===== src/rtl/axis_to_axi4_wr_burst_split.sv =====
// Command-driven AXI-Stream to AXI4 write bridge. It splits each command into INCR bursts
// that are bounded by MAX_BURST and by 4 KB pages, and it limits the number of bursts in flight.
module axis_to_axi4_wr_burst_split #(
    parameter int DSIZE           = 64,
    parameter int ASIZE           = 32,
    parameter int IDSIZE          = 4,
    parameter int LSIZE           = 8,
    parameter int MAX_BURST       = 256,
    parameter int MAX_OUTSTANDING = 4
) (
    input  logic                 axi_aclk,
    input  logic                 axi_aresetn,
    input  logic                 cmd_valid,
    output logic                 cmd_ready,
    input  logic [ASIZE-1:0]     cmd_addr,
    input  logic [31:0]          cmd_beats,
    input  logic                 axis_tvalid,
    output logic                 axis_tready,
    input  logic [DSIZE-1:0]     axis_tdata,
    input  logic [DSIZE/8-1:0]   axis_tkeep,
    input  logic                 axis_tlast,
    output logic [IDSIZE-1:0]    axi_awid,
    output logic [ASIZE-1:0]     axi_awaddr,
    output logic [LSIZE-1:0]     axi_awlen,
    output logic [2:0]           axi_awsize,
    output logic [1:0]           axi_awburst,
    output logic                 axi_awvalid,
    input  logic                 axi_awready,
    output logic [DSIZE-1:0]     axi_wdata,
    output logic [DSIZE/8-1:0]   axi_wstrb,
    output logic                 axi_wlast,
    output logic                 axi_wvalid,
    input  logic                 axi_wready,
    input  logic [IDSIZE-1:0]    axi_bid,
    input  logic [1:0]           axi_bresp,
    input  logic                 axi_bvalid,
    output logic                 axi_bready,
    output logic                 done,
    output logic                 err_resp,
    output logic                 err_len
);
    localparam int BYTES  = DSIZE / 8;
    localparam int BSHIFT = $clog2(BYTES);
    localparam int OW     = $clog2(MAX_OUTSTANDING + 1);
    localparam int BLW    = LSIZE + 1;

    typedef enum logic [2:0] {S_IDLE, S_CALC, S_AW, S_W, S_DRAIN} state_t;

    state_t            state_q, state_d;
    logic [ASIZE-1:0]  addr_q, addr_d;
    logic [31:0]       remaining_q, remaining_d;
    logic [BLW-1:0]    blen_q, blen_d;
    logic [LSIZE-1:0]  beat_q, beat_d;
    logic [OW-1:0]     outstanding_q, outstanding_d;
    logic [IDSIZE-1:0] awid_q, awid_d;
    logic [ASIZE-1:0]  awaddr_q, awaddr_d;
    logic [LSIZE-1:0]  awlen_q, awlen_d;
    logic              awvalid_q, awvalid_d;
    logic              cmd_ready_q, cmd_ready_d;
    logic              bready_q;
    logic              done_q, done_d;
    logic              err_resp_q, err_resp_d;
    logic              err_len_q, err_len_d;

    logic              in_w, aw_hs, w_hs, b_hs, wlast_c, final_beat;
    logic [12:0]       to4k;
    logic [31:0]       blen_calc;
    logic              unused_bid;

    assign unused_bid = ^axi_bid;

    assign in_w       = (state_q == S_W);
    assign aw_hs      = awvalid_q & axi_awready;
    assign w_hs       = axi_wvalid & axi_wready;
    assign b_hs       = axi_bvalid & bready_q;
    assign wlast_c    = in_w && ({1'b0, beat_q} == (blen_q - BLW'(1)));
    assign final_beat = wlast_c && (remaining_q == 32'(blen_q));

    // Beats left in the current 4 KB page; only the page offset matters.
    assign to4k = (13'd4096 - {1'b0, addr_q[11:0]}) >> BSHIFT;

    always_comb begin
        blen_calc = remaining_q;
        if (blen_calc > 32'(MAX_BURST)) blen_calc = 32'(MAX_BURST);
        if (blen_calc > 32'(to4k))      blen_calc = 32'(to4k);
    end

    always_comb begin
        state_d       = state_q;
        addr_d        = addr_q;
        remaining_d   = remaining_q;
        blen_d        = blen_q;
        beat_d        = beat_q;
        awid_d        = awid_q;
        awaddr_d      = awaddr_q;
        awlen_d       = awlen_q;
        awvalid_d     = awvalid_q;
        done_d        = 1'b0;
        err_resp_d    = err_resp_q;
        err_len_d     = err_len_q;
        outstanding_d = outstanding_q;

        case ({aw_hs, b_hs})
            2'b10:   outstanding_d = outstanding_q + OW'(1);
            2'b01:   outstanding_d = outstanding_q - OW'(1);
            default: outstanding_d = outstanding_q;
        endcase

        case (state_q)
            S_IDLE: begin
                if (cmd_valid && cmd_ready_q) begin
                    addr_d      = cmd_addr;
                    remaining_d = cmd_beats;
                    err_resp_d  = 1'b0;
                    err_len_d   = 1'b0;
                    state_d     = (cmd_beats == 32'd0) ? S_DRAIN : S_CALC;
                end
            end
            S_CALC: begin
                if (outstanding_q != OW'(MAX_OUTSTANDING)) begin
                    awaddr_d  = addr_q;
                    awlen_d   = LSIZE'(blen_calc - 32'd1);
                    blen_d    = BLW'(blen_calc);
                    awvalid_d = 1'b1;
                    state_d   = S_AW;
                end
            end
            S_AW: begin
                if (aw_hs) begin
                    awvalid_d = 1'b0;
                    awid_d    = awid_q + IDSIZE'(1);
                    beat_d    = '0;
                    state_d   = S_W;
                end
            end
            S_W: begin
                if (w_hs) begin
                    // tlast must coincide exactly with the command's final beat.
                    if (axis_tlast != final_beat) err_len_d = 1'b1;
                    if (wlast_c) begin
                        addr_d      = addr_q + (ASIZE'(blen_q) << BSHIFT);
                        remaining_d = remaining_q - 32'(blen_q);
                        beat_d      = '0;
                        state_d     = final_beat ? S_DRAIN : S_CALC;
                    end else begin
                        beat_d = beat_q + LSIZE'(1);
                    end
                end
            end
            S_DRAIN: begin
                if (outstanding_d == '0) begin
                    done_d  = 1'b1;
                    state_d = S_IDLE;
                end
            end
            default: state_d = S_IDLE;
        endcase

        if (b_hs && (axi_bresp != 2'b00)) err_resp_d = 1'b1;
        cmd_ready_d = (state_d == S_IDLE);
    end

    always_ff @(posedge axi_aclk or negedge axi_aresetn) begin
        if (!axi_aresetn) begin
            state_q       <= S_IDLE;
            addr_q        <= '0;
            remaining_q   <= '0;
            blen_q        <= '0;
            beat_q        <= '0;
            outstanding_q <= '0;
            awid_q        <= '0;
            awaddr_q      <= '0;
            awlen_q       <= '0;
            awvalid_q     <= 1'b0;
            cmd_ready_q   <= 1'b0;
            bready_q      <= 1'b0;
            done_q        <= 1'b0;
            err_resp_q    <= 1'b0;
            err_len_q     <= 1'b0;
        end else begin
            state_q       <= state_d;
            addr_q        <= addr_d;
            remaining_q   <= remaining_d;
            blen_q        <= blen_d;
            beat_q        <= beat_d;
            outstanding_q <= outstanding_d;
            awid_q        <= awid_d;
            awaddr_q      <= awaddr_d;
            awlen_q       <= awlen_d;
            awvalid_q     <= awvalid_d;
            cmd_ready_q   <= cmd_ready_d;
            bready_q      <= 1'b1;
            done_q        <= done_d;
            err_resp_q    <= err_resp_d;
            err_len_q     <= err_len_d;
        end
    end

    assign cmd_ready   = cmd_ready_q;
    assign axi_awid    = awid_q;
    assign axi_awaddr  = awaddr_q;
    assign axi_awlen   = awlen_q;
    assign axi_awsize  = 3'(BSHIFT);
    assign axi_awburst = 2'b01;
    assign axi_awvalid = awvalid_q;
    assign axi_bready  = bready_q;
    assign done        = done_q;
    assign err_resp    = err_resp_q;
    assign err_len     = err_len_q;

    // The W channel is a direct pass-through of the stream while a burst is open.
    assign axi_wvalid  = in_w & axis_tvalid;
    assign axis_tready = in_w & axi_wready;
    assign axi_wdata   = in_w ? axis_tdata : '0;
    assign axi_wstrb   = in_w ? axis_tkeep : '0;
    assign axi_wlast   = wlast_c;

endmodule


===== config.mk =====
export PLATFORM = sky130hd
export DESIGN_NAME = axis_to_axi4_wr_burst_split
export DESIGN_NICKNAME = d
export VERILOG_FILES = /design/src/rtl/axis_to_axi4_wr_burst_split.sv
export SDC_FILE = /design/constraint.sdc
export NUM_CORES = 1
export LEC_CHECK = 0
export ABC_AREA = 1
export CORE_ASPECT_RATIO = 0.5
export CORE_MARGIN = 5
export CORE_UTILIZATION = 49
export DETAILED_ROUTE_END_ITERATION = 10
export PLACE_DENSITY = 0.81
export SETUP_SLACK_MARGIN = 0.2
export SLEW_MARGIN = 20
export SYNTH_ARGS = -nofsm -noshare
export SYNTH_HDL_FRONTEND = slang
export SYNTH_SLANG_ARGS = --single-unit

===== constraint.sdc =====
create_clock -name axi_aclk -period 3.4 [get_ports axi_aclk]
set_input_delay 0.68 -clock axi_aclk [delete_from_list [all_inputs] [get_ports axi_aclk]]
set_output_delay 0.68 -clock axi_aclk [all_outputs]
set_load 0.02 [all_outputs]

# Word-level counts from Yosys, hierarchy flattened
# Index checks and enable logic that the tools add are counted.
[classes]
n_eq_ne = 16
n_reduce_logical = 21
bitwise_logic = 5
n_lt_le_gt_ge = 2
muxes = 37
addsub = 9
[op_table]
columns = ["cell", "count"]
rows = [
  ["two-way mux 32 bit", 7],
  ["one-hot mux 32 bit (2 select lines)", 2],
  ["two-way mux 64 bit", 1],
  ["adder 32 x 12 -> 32 bit", 1],
  ["== test 32 x 9 -> 1 bit", 1],
  ["> comparator 32 x 10 -> 1 bit", 1],
  ["> comparator 32 x 9 -> 1 bit, second input constant", 1],
  ["zero test 32 bit", 1],
  ["two-way mux 8 bit", 4],
  ["subtractor 32 x 9 -> 32 bit", 1],
  ["two-way mux 3 bit", 8],
  ["one-hot mux 8 bit (2 select lines)", 1],
  ["one-hot mux 3 bit (5 select lines)", 1],
  ["subtractor 13 x 12 -> 13 bit, first input constant", 1],
  ["nonzero test 2 bit", 6],
  ["== test 8 x 9 -> 1 bit", 1],
  ["zero test 3 bit", 3],
  ["two-way mux 1 bit", 9],
  ["two-way mux 9 bit", 1],
  ["subtractor 9 x 1 -> 9 bit, second input constant", 1],
  ["adder 8 x 1 -> 8 bit, second input constant", 1],
  ["AND reduction 4 bit", 2],
  ["subtractor 8 x 1 -> 8 bit, second input constant", 1],
  ["== test 3 x 2 -> 1 bit, second input constant", 2],
  ["other kinds (17)", 32],
]
[word_totals]
in_bits = 150
reg_bits = 137
wordCells = 105

# Logic depth before layout (Yosys ltp)
[logic_depth]
word_depth = 9
depth_mapped = 26

# Worst setup path after synthesis
# OpenSTA, ideal clock, no wires.
[synth_path]
path_type = "reg-to-reg"
startpoint = "reg remaining_q[20]"
endpoint = "reg awlen_q[7], in the netlist axi_awlen[7]"
stages_incl_launch_ff = 22
synth_period_minus_slack_ns = 3.079
setup_time_ns = 0.118
arrival_time_ns = 2.961
setup_slack_ns = 0.321
required_time_ns = 3.282
cell_sequence = "dfrtp_1 or2_2 nor2_1 nand2_1 nor2_2 nand3_1 nor2_1 ha_1 a21o_1 nor2_1 nand2_1 nand2_1 nand2_1 nand2_1 clkbuf_1 nand2_1 nand2_1 nand2_1 nor2_1 nand3_1 nand3_1 nand2_1"
[synth_via]
elab_chain_len = 5
[synth_rtl]
columns = ["element", "line", "rtl"]
rows = [
  ["start: declaration", "51", "logic [31:0] remaining_q, remaining_d;"],
  ["start signal: assignment", "183", "remaining_q <= remaining_d;"],
  ["> comparator 32 x 9 -> 1 bit", "84", "if (blen_calc > 32'(MAX_BURST)) blen_calc = 32'(MAX_BURST);"],
  ["two-way mux 32 bit *", "84", ""],
  ["> comparator 32 x 10 -> 1 bit", "85", "if (blen_calc > 32'(to4k)) blen_calc = 32'(to4k);"],
  ["two-way mux 9 bit *", "85", ""],
  ["subtractor 8 x 1 -> 8 bit *", "122", "awlen_d = LSIZE'(blen_calc - 32'd1);"],
  ["end signal: assignment", "189", "awlen_q <= awlen_d;"],
  ["end: declaration", "57", "logic [LSIZE-1:0] awlen_q, awlen_d;"],
]
# Every way passes the cells marked *; elsewhere a longest branch is shown, timed or not.
# A chain may end at the register's enable or synchronous reset.

# Worst setup path in the final report
[layout_path]
startpoint = "reg remaining_q[16]"
endpoint = "reg cmd_ready_q, in the netlist cmd_ready"
[layout_via]
elab_chain_len = 7
[layout_rtl]
columns = ["element", "line", "rtl"]
rows = [
  ["== test 32 x 9 -> 1 bit", "77", "assign final_beat = wlast_c && (remaining_q == 32'(blen_q));"],
  ["logical AND 1 bit", "77", ""],
  ["two-way mux 3 bit", "144", "state_d = final_beat ? S_DRAIN : S_CALC;"],
  ["two-way mux 3 bit", "140", "if (wlast_c) begin"],
  ["two-way mux 3 bit", "137", "if (w_hs) begin"],
  ["one-hot mux 3 bit (5 select lines)", "109", "case (state_q)"],
  ["named net state_d[0]", "49", "state_t state_q, state_d;"],
  ["zero test 3 bit", "160", "cmd_ready_d = (state_d == S_IDLE);"],
  ["named net cmd_ready_d", "59", "logic cmd_ready_q, cmd_ready_d;"],
  ["end signal: assignment", "191", "cmd_ready_q <= cmd_ready_d;"],
  ["end: declaration", "59", ""],
]
# The timed path passes the listed nets, and every way through them passes these cells.

==> flow_summary.toml <==
[cts]
root_buffer = "clkbuf_16"
clk_latency_ps = 440
path_clk_slew_ps = 60
cts_tree = "done"
numCtsBuffers = 17
h-tree-depth = 4
cts_max_path_buffers = 2
cts.sinks = 137

[sta]
holdWs_ps = 231
grt_setup_unrepaired = "yes"
finClkSkew_ps = 8.91
setup-tns-final_ps = 0
min_period_over_period_pct = 92.2
tightest_slew_ps = 711
drv_slew = 0
min_period_ps = 3140
finalHoldViolations = 0
relSlewSlack_pct = 52.3
setup_viol = 0
fmax_mhz = 319

[route]
vias = 11200
drtPass1Iterations = 6
drcViolationCount = 0
drtIter0Drc = 1287
drt_wl_total_um = 37000
viasPerCell = 5.32
post_drt_wl_per_cell_um = 17.6
ant_nets = 0

[logic_synthesis]
ys_warn_count = 0
post-synth-top-area-cell = "dfrtp_1"
ys_types = 41
synth_area_sq_um = 9820
seq_area_frac_synth_pct = 34.9
postSynthCellCount = 1497
netlist.area_leader.share_pct = 34.9
synth_area_leaders = "dfrtp_1 (35%), nand2_1 (15%), inv_1 (8.8%)"
ys_seq_elements = 137
synth_area_per_cell_sq_um = 6.56

[setup_path]
worstPathRequired_ps = 3730
cp_max_fo = 4
critical_path.startpoint_type = "flip-flop"
critical_path_arrival_ps = 3470
r2r-start = "remaining_q[16]"
crit_start = "remaining_q[16]"
endpoint_kind = "flip-flop"
critical_path_class = "flip-flop to flip-flop"

[floorplanning]
die_w_um = 210
start_util_pct = 50.1
die_h_um = 110
core_sq_um = 19600
row_count = 36
die_area_sq_um = 23100
ios = 280

[place]
port_buffers = 270
gp_congestion = 0.978
dpl_cell_area_sq_um = 13000
dpl.hpwl_um = 28000

[outcome]
status = "finished, final reports clean"

[final_layout]
fin_area_sq_um = 14200
final_common_cell = "nand2_1"
nets = 2006
layout_common_cells = "nand2_1 (375), clkdlybuf4s50_1 (267), inv_1 (219)"
syn_to_final_growth_pct = 44.6
layout-drive-gt1-share_pct = 10.9

[flow_run]
max_cap_violations = 0

[global_routing]
antenna_found_initial = 4
grt_pass1_wl_um = 57200
grt_max_degree = 76
grt_pass1_vias = 11000
track_usage_pct = 31.1
grt_overflow = 0

[pwr]
leakagePower_nw = 6.90
irDropWorstVdd_mv = 0.506
power_per_cell_area_nw_per_um2 = 907

[worst_hold_path]
hp-class = "primary input to async pin"
## repair_timing
action                     4_1_cts  5_1_grt
hold buffers                     0        0
setup buffers                   16       24
resized for setup               15       77
gates cloned                     0        2
pin swaps                        4       26
setup endpoints to repair        5       51
## cell usage after synthesis
cell type    n
a21boi_0     1
a21o_1       2
a21oi_1     42
a21oi_4      1
a22o_1       1
a22oi_1      1
a31oi_1      6
and3_1       1
buf_1        2
buf_2        7
buf_4        5
clkbuf_1    39
conb_1       2
dfrtp_1    137
fa_1         3
ha_1        33
inv_1      229
inv_2        4
nand2_1    397
nand3_1     70
nand3b_1     6
nand4_1     39
nor2_1     190
nor2_2       3
nor3_1      27
nor3_2       1
nor3_4       1
nor3b_1      2
nor4_1      15
nor4b_1      1
o211ai_1     7
o21a_1       1
o21ai_0    134
o21ai_1     23
o21bai_1     3
o22ai_1      4
o31ai_1      2
or2_2       10
or3_1        1
xnor2_1     12
xor2_1      32
## worst paths after layout
path                             endpoint  slack (ps)  cells past startpoint
min in group axi_aclk         axi_awid[3]         470                      1
hold reg to reg               axi_awid[3]         470                      1
hold / removal             axi_awaddr[27]         230                      1
setup / recovery                cmd_ready         260                     25
setup reg to reg                cmd_ready         260                     25
max in group asynchronous       blen_q[1]        2280                      2
## layout make-up
| cell class | instances | area (sq um) |
|---|---|---|
| fill | 1607 | 5390 |
| clock buffer | 19 | 453 |
| timing repair buffer | 352 | 3390 |
| tap | 266 | 333 |
| sequential | 137 | 3430 |
| inverter | 233 | 877 |
| antenna | 4 | 10.0 |
| clock inverter | 13 | 128 |
| multi-input combinational | 1079 | 5580 |
## per-stage QoR
step                power [mW]  worst slack [ps]  util [%]  cells
floorplan                 7.51               321         -   1502
global placement          10.1               166      66.3   2025
detailed placement        10.3              87.9      66.3   2025
CTS                       12.4               201      70.0   2073
global route              13.8              87.1      72.5   2103
finish                    12.9               264      72.5   2103
## metal layers
layer,share of wire [%],up-vias,track usage [%]
li1,-,5405,-
met1,43,5323,40.5
met2,48,392,52.2
met3,6.8,66,6.56
met4,2.4,0,11.1
met5,0,-,0
## flip-flops by register name (all words and copies together), names as in the netlist, 3 cells and up
name and flops:
remaining_q 32, blen_q 9, outstanding_q 3, beat_q 8, axi_awaddr 32, axi_awid 4, axi_awlen 8, addr_q 32
state_q 3
## report_power, final
group | switching, mW | internal [mW] | total, mW
clock | 0.770 | 1.11 | 1.88
sequential | 0.710 | 2.36 | 3.07
combinational | 4.82 | 3.11 | 7.93
total | 6.30 | 6.58 | 12.9
## cells by family after synthesis
group	count (synthesis)	share of synthesized area, %
buffers and inverters	286	11.2
XOR/XNOR	44	3.92
adder cells (fa/ha/maj)	36	4.82
flip-flops	137	34.9
AND/OR/NAND/NOR	764	32.7
AO/OA/AOI/OAI	228	12.3
other	2	0.0765
## critical path, stage by stage, from the launching register on
cell      delay, ps
dfrtp_1         410
inv_2            80
nand2_4          90
nor2_4           40
buf_4           120
buf_4           120
buf_4           120
buf_4           120
buf_4           120
buf_4           120
buf_4           120
buf_4           120
buf_4           120
buf_4           120
buf_4           120
buf_4           120
buf_4           120
buf_4           120
buf_4           120
buf_6           120
nand2_4          60
nor4_1           50
nand3b_1        130
nand2_1          90
nand3_2         110
nor2_2           40
Note: power is estimated with default switching activity, not from simulation.
